### src/rtl/fetch_prefetch_queue.sv
// rtl/fetch_prefetch_queue.sv - PC generator plus DEPTH-entry prefetch queue between imem and decode
module fetch_prefetch_queue #(
  parameter int XLEN = 64,
  parameter int DEPTH = 4,
  parameter logic [XLEN-1:0] RESET_PC = '0
) (
  input  logic                       clk,
  input  logic                       reset,
  output logic                       imem_req,
  output logic [XLEN-1:0]            imem_addr,
  input  logic [31:0]                imem_rdata,
  input  logic                       redirect,
  input  logic [XLEN-1:0]            redirect_pc,
  output logic                       out_valid,
  input  logic                       out_ready,
  output logic [31:0]                out_instr,
  output logic [XLEN-1:0]            out_pc,
  output logic [$clog2(DEPTH+1)-1:0] fq_count
);
  localparam int PW = $clog2(DEPTH);
  localparam int CW = $clog2(DEPTH+1);

  logic [XLEN-1:0] fetch_pc;
  logic [XLEN-1:0] inflight_pc;
  logic            inflight;
  logic [PW-1:0]   rd_ptr;
  logic [PW-1:0]   wr_ptr;
  logic [CW-1:0]   count;
  logic [XLEN-1:0] pc_mem [DEPTH];
  logic [31:0]     instr_mem [DEPTH];

  logic            fire;
  logic            capture;
  logic [CW:0]     occ_after_pop;

  assign fire    = out_valid & out_ready;
  assign capture = inflight & ~redirect;

  // Slots still claimed once this cycle's pop is accounted for; the in-flight fetch reserves one.
  assign occ_after_pop = {1'b0, count} + {{CW{1'b0}}, inflight} - {{CW{1'b0}}, fire};
  assign imem_req      = ~reset & ~redirect & (occ_after_pop < (CW+1)'(DEPTH));

  assign imem_addr = fetch_pc;
  assign out_valid = (count != '0);
  assign out_instr = instr_mem[rd_ptr];
  assign out_pc    = pc_mem[rd_ptr];
  assign fq_count  = count;

  always_ff @(posedge clk or posedge reset) begin
    if (reset) begin
      fetch_pc    <= RESET_PC;
      inflight    <= 1'b0;
      inflight_pc <= '0;
      rd_ptr      <= '0;
      wr_ptr      <= '0;
      count       <= '0;
    end else begin
      if (capture) begin
        wr_ptr <= wr_ptr + 1'b1;
      end
      if (redirect) begin
        // A head popped this cycle is still consumed; everything behind it is dropped.
        fetch_pc <= redirect_pc;
        inflight <= 1'b0;
        count    <= '0;
        rd_ptr   <= wr_ptr;
      end else begin
        inflight <= imem_req;
        if (imem_req) begin
          inflight_pc <= fetch_pc;
          fetch_pc    <= fetch_pc + XLEN'(4);
        end
        if (fire) begin
          rd_ptr <= rd_ptr + 1'b1;
        end
        count <= count + CW'(capture) - CW'(fire);
      end
    end
  end

  always_ff @(posedge clk) begin
    if (capture) begin
      pc_mem[wr_ptr]    <= inflight_pc;
      instr_mem[wr_ptr] <= imem_rdata;
    end
  end
endmodule

### config.mk
export PLATFORM = sky130hd
export DESIGN_NAME = fetch_prefetch_queue
export DESIGN_NICKNAME = d
export VERILOG_FILES = /design/src/rtl/fetch_prefetch_queue.sv
export SDC_FILE = /design/constraint.sdc
export NUM_CORES = 1
export LEC_CHECK = 0
export BUFFER_PORTS_ARGS = -buffer_cell sky130_fd_sc_hd__buf_2
export CORE_MARGIN = 3
export CORE_UTILIZATION = 42
export CTS_CLUSTER_SIZE = 10
export DETAILED_ROUTE_END_ITERATION = 12
export SLEW_MARGIN = 20
export SYNTH_ARGS = -nofsm -noshare
export SYNTH_HDL_FRONTEND = slang
export SYNTH_SLANG_ARGS = --single-unit
### constraint.sdc
create_clock -name clk -period 8 [get_ports clk]
set_clock_uncertainty 0.05 [all_clocks]
set_input_delay 0.4 -clock clk [delete_from_list [all_inputs] [get_ports clk]]
set_output_delay 0.4 -clock clk [all_outputs]
set_load 0.03 [all_outputs]
==> out/qor.yml, run 1 <==
status: "completed"
num_rows: 80
period_needed_ns: 4.09
drt_pass1_iterations: 5
die_h_um: 226
maxCapViolations: 0
post_cts_buffers: 0
critPathArrivalTime_ns: 4.58
timing.final.max_slew_violations: 0
synth_top_area_share_pct: 56.6
syn_inst: 1247
grt_overflow_total: 0
io_pins: 265
async_reset_ff_share_pct: 26.2
dpl_worst_slack_ns: 3.91
multi_input_area_um2: 5140
cts_sinks: 520
synth_xor_area_share_pct: 2.54
fin_ws_ns: 3.91
ys_ff_latch: 520
reg2reg_slack_ns: 3.91
p_per_area_nw_per_um2: 338
cts_tree: "built"
slew_headroom_pct: 31.7
core_um2: 47800
drt-total-wl_mm: 50.0
cts_buffers: 58
synth-simple-area-share_pct: 8.82
syn-cell-area_um2: 20400
yosys_warnings: 0
root_buffer: "clkbuf_16"
synth-compound-area-share_pct: 2.12
syn_to_final_growth_pct: 22.5
start_util_pct: 42.6
seq_area_frac_synth_pct: 73.3
avgSynthCellArea_um2: 16.3
muxShareOfSynthArea_pct: 10.9
path_max_fanout: 47
routedWlPerCell_um: 21.9
fin_crit_sh_pct: 51.2
clockBufferDepth: 3
grt_pass1_wl_mm: 75.5
area.sequential_um2: 14900
nNetsFinal: 1727
synth_top_family_by_area: "multiplexers"
clkSlewWorstSetupHoldPaths_ns: 0.06
min_path_type: "input port to asynchronous set/reset pin"
grt_pass1_vias: 12362
vias_per_cell: 5.22
ant_nets: 0
grt_usage_pct: 19.7
worst_pin_slew_ns: 1.03
rsz0062_at_grt: "false"
drc: 0
synthAdderAreaFrac_pct: 0.712
post_synth_main_area_contributors: "edfxtp_1, dfrtp_1, mux4_2, nand2_1, xnor2_1"
yosys.area.top_type: "edfxtp_1"
synth.distinct_cells: 46
final_layout_size_suffix_gt1_share_pct: 27.9
syn-num-nets: 1358
antenna_found_initial: 0
ir_drop_uv: 174
critical_path_class: "register to register"
drt_iter0_drc: 702
max_freq_mhz: 244
cts_hold_buffers: 90
num_vias: 11901
hpwl_mm: 30.6
cp-start-kind: "register"
gp_congestion: 0.781
cts_resized: 0
synth-main-ff-cell: "edfxtp_1"
insertion_delay_ns: 0.60
die_w_um: 226
numPortBuffers: 264
finalHoldViolCount: 0
synth_edf_count: 384
htreeDepth: 2
antenna_cells: 0
total_power_w: 0.00845
leakage_nw: 9.33
fill_cells: 3991
end_kind: "register"
worstPathRequired_ns: 8.49
utilization_pct: 52.2
die_area_um2: 51200
setup_viol: 0
tns_ns: 0
grt_max_degree: 86
per-layer routing:
metal / vias to the layer above / GRT usage, % / routed length (µm)
li1: 5427 / - / -
met4: 0 / 5.58 / 1220
met3: 74 / 4.54 / 2900
met2: 338 / 31.3 / 23600
met5: - / 0 / 0
met1: 6062 / 27.6 / 22200
critical path, cell delays in order (launching register included):
cell and delay [ns]:
dfrtp_1 0.44, or3_1 0.40, and2_1 0.22, ha_1 0.20, inv_1 0.05, ha_1 0.21, and3b_1 0.18, o22ai_2 0.34
nand3_4 0.47, buf_4 0.48, or4_1 0.50, or3_1 0.37, nand3_1 0.09
cell usage after synthesis (10+ instances only):
cell type and count:
nand4_1 12, nand3_1 24, nor3_1 21, nor4_1 16, ha_1 10, nand2_1 249
inv_1 27, clkbuf_1 40, edfxtp_1 384, xnor2_1 50, mux4_2 96, nor2_1 23
dfrtp_1 136, o21ai_0 68
sequential cells by signal, summed over array words and instances (netlist names):
register     count
wr_ptr           2
inflight_pc     64
imem_addr       64
fq_count         3
pc_mem         256
inflight         1
instr_mem      128
rd_ptr           2
per-stage QoR:
| stage | hold WS [ns] | instance area, µm² | std cells |
|---|---|---|---|
| 4_1_cts | 0.00783 | 25000 | 2279 |
| 3_5_place_dp | 0.455 | 22400 | 2081 |
| 6_report | 0.0256 | 25000 | 2279 |
| 2_1_floorplan | 0.426 | 20400 | 1247 |
| 5_1_grt | 0.0310 | 25000 | 2279 |
| 3_3_place_gp | 0.442 | 22400 | 2081 |
path summary, 6_finish.rpt:
path	cells after the start	startpoint	endpoint
min in group clk	2	redirect_pc[29]	imem_addr[29]
worst min register to register	0	inflight_pc[12]	pc_mem[2][12]
worst max register to register	12	fq_count[1]	imem_addr[54]
worst max-delay path	12	fq_count[1]	imem_addr[54]
worst min-delay path	2	reset	imem_addr[50]
max in group asynchronous	3	reset	rd_ptr[0]
cells by family after synthesis:
group | count (synthesis)
adder cells (fa/ha/maj) | 11
flip-flops | 520
multiplexers | 102
buffers and inverters | 84
AO/OA/AOI/OAI | 80
XOR/XNOR | 59
AND/OR/NAND/NOR | 391
final cells by class:
class                   count  area share (%)
well taps                 615            3.08
clock buffers             105            6.68
multi-input cells         643            20.6
inverters                  28           0.441
repair buffers            365            9.24
clock inverters             3           0.145
flip-flops and latches    520            59.8
layout by cell type (no fill, tap or decap), types with 3 or more instances in the layout:
cell type	synthesis	layout
nor4_2	4	4
o21ai_1	3	3
o21ai_0	68	68
clkbuf_16	0	59
clkbuf_1	40	44
buf_2	6	263
nor2_1	23	23
or3_1	7	7
nor2b_1	6	6
nor3b_1	3	3
and3_1	3	3
nand3_1	24	23
inv_1	27	26
edfxtp_1	384	384
nor3_1	21	21
buf_4	1	12
xor2_1	9	9
nand4_2	4	4
dlygate4sd3_1	0	90
nand4_1	12	12
nor4_1	16	16
ha_1	10	10
nand2_1	249	249
mux4_2	96	96
mux2_2	6	6
a22oi_1	3	3
dfrtp_1	136	134
and2_4	0	4
xnor2_1	50	50
report_power, final:
group / total, W / internal [W] / switching [W]
Sequential: 0.00377 / 0.00338 / 0.000398
Combinational: 0.00229 / 0.000845 / 0.00145
Clock: 0.00239 / 0.00139 / 0.000997
Total: 0.00845 / 0.00561 / 0.00284
(Power assumes the default switching activity.)
==> inputs of run 2 (changes only) <==
Clock period 8 ns to 4.3 ns, I/O delays scaled along.
==> run 2 against run 1 <==
Die area unchanged. Worst setup slack worse by 3.5 ns. Via count hardly changed. Final cell count grew 0.88%. Sequential share of layout area fell by 0.67 points. Count of clock-buffer cells in the layout increased by 2. Sequential cell count stayed put. Register-to-register slack worse by 3.1 ns. Largest cell class unchanged.
==> out/qor.yml, run 2 (synthesis gave the netlist of run 1 again) <==
status: "completed"
maxCapViolations: 0  # unchanged
drt-total-wl_mm: 50.2  # +0.53%
post_cts_buffers: 0  # unchanged
mostFrequentLayoutCell: "edfxtp_1"
top_regs: "pc_mem: 256 flops, instr_mem: 128 flops"
largest_register_ffs: 256  # unchanged
drc: 0  # unchanged
final_layout_size_suffix_gt1_share_pct: 28.3  # +0.38 points
cts_buffers: 59  # +1.7%
die_w_um: 226  # unchanged
wl_met1_mm: 22.0  # -0.92%
drt_iter0_drc: 718  # +2.3%
finalHoldViolCount: 0  # unchanged
path_max_fanout: 48  # +2.1%
fin_cells: 2299  # +0.88%
htreeDepth: 2  # unchanged
tns_ns: 0  # unchanged
worstPathRequired_ns: 4.03  # -4.46 ns
antenna_cells: 0  # unchanged
root_buffer: "clkbuf_16"
die_area_um2: 51200  # unchanged
fin_crit_sh_pct: 90.8
cts_sinks: 520  # unchanged
timing.final.max_slew_violations: 0  # unchanged
end_kind: "primary output"
num_vias: 11892  # -0.076%
dp_cells: 2091  # +0.48%
grt_max_degree: 120  # +40%
setup_viol: 0  # unchanged
syn_to_final_growth_pct: 23.9
start_util_pct: 42.6  # unchanged
routedWlPerCell_um: 21.9  # -0.34%
hpwl_mm: 31.0  # +1.5%
critPathArrivalTime_ns: 3.64  # -0.94 ns
rr_startpoint: "fq_count[1]"
grt_usage_pct: 20.0  # +0.23 points
grt_overflow_total: 0  # unchanged
antenna_found_initial: 1  # +1
grt_pass1_wl_mm: 76.5  # +1.3%
critical_path_class: "register to primary output"
cts_tree: "built"
drt_pass1_iterations: 4  # -1
core_um2: 47800  # unchanged
timing.rr.end: "imem_addr[63]"
wl_met3_mm: 2.86  # -1.3%
area.sequential_um2: 14900  # unchanged
final_cell_mix: "edfxtp_1, buf_2, nand2_1, dfrtp_1, dlygate4sd3_1"
die_h_um: 226  # unchanged
slew_headroom_pct: 32.3  # +0.61 points
reg2reg_slack_ns: 0.78  # -3.13 ns
ff2ff_path_depth: 11  # -1
crit_path_end: "imem_req"
clkSlewWorstSetupHoldPaths_ns: 0.06  # about the same
clockBufferDepth: 3  # unchanged
insertion_delay_ns: 0.60  # about the same
largest_register: "pc_mem"
grt_pass1_vias: 12431  # +0.56%
dr_wl_met2_mm: 23.9  # +1.3%
leakage_nw: 9.45  # +1.3%
ir_drop_uv: 315  # +81%
p_per_area_nw_per_um2: 630  # +86%
multi_input_area_um2: 5140  # unchanged
period_needed_ns: 3.91
min_path_cells: 2
ant_nets: 0  # unchanged
worst_pin_slew_ns: 1.02  # -0.00911 ns
num_rows: 80  # unchanged
rsz0062_at_grt: "false"
gp_congestion: 0.812  # +4.0%
max_freq_mhz: 256
cp-start-kind: "register"
vias_per_cell: 5.17  # -0.94%
io_pins: 265  # unchanged
fill_cells: 3975  # -0.40%
numPortBuffers: 264  # unchanged
highest_layer: "met5"
nNetsFinal: 1745  # +1.0%
min_path_type: "input port to register"
cp-startpoint: "fq_count[1]"
==> run 2: layer usage <==
metal / GRT usage (%) / vias up
li1: - / 5472
met1: 27.6 / 6034
met2: 31.9 / 307
met3: 4.66 / 77
met4: 6.11 / 2
met5: 0 / -
==> run 2: per-stage QoR <==
stage | hold WS [ns] | util [%] | power, W | area, µm² | setup slack, ns
after floorplan | 0.264 | - | 0.00996 | 20400 | 0.623
after global placement | 0.343 | 47.1 | 0.0114 | 22500 | 0.884
after detailed placement | 0.356 | 47.1 | 0.0115 | 22500 | 0.795
after CTS | 0.0838 | 52.8 | 0.0162 | 25300 | 0.337
after global routing | 0.132 | 52.8 | 0.0167 | 25300 | 0.176
final | 0.109 | 52.8 | 0.0159 | 25300 | 0.395
==> run 2: where the power goes <==
part | switching (W) | internal [W]
Clock | 0.00189 | 0.00266
Combinational | 0.00277 | 0.00164
Sequential | 0.000674 | 0.00628
==> run 2: critical path, stage by stage, from the launching register on <==
cell	delay, ns
dfrtp_1	0.44
or3_1	0.41
and2_1	0.22
ha_1	0.19
inv_1	0.06
ha_1	0.22
and3b_1	0.19
a211o_1	0.40
nand3_4	0.14
buf_4	0.50
inv_1	0.07
buf_2	0.19
==> run 2: worst min-delay path by stage <==
stage          slack (ns)          start         endpoint
4_1_cts              0.08       redirect      fq_count[2]
2_1_floorplan        0.26  imem_rdata[0]  instr_mem[0][0]
3_3_place_gp         0.34          reset        rd_ptr[0]
3_5_place_dp         0.36          reset        rd_ptr[0]
5_1_grt              0.13       redirect      fq_count[2]
6_report             0.11       redirect      fq_count[2]
==> run 2: cell type report <==
type / instances / area share [%]
inverters: 28 / 0.431
well taps: 615 / 3.05
clock buffers: 107 / 6.64
clock inverters: 4 / 0.267
flip-flops and latches: 520 / 59.2
repair buffers: 382 / 10.1
multi-input cells: 643 / 20.4
==> run 2: timing repair <==
item                       CTS  global route
setup endpoints to repair    0             0
hold endpoints to repair   209             0
resized for setup            0             0
hold buffers                97             0
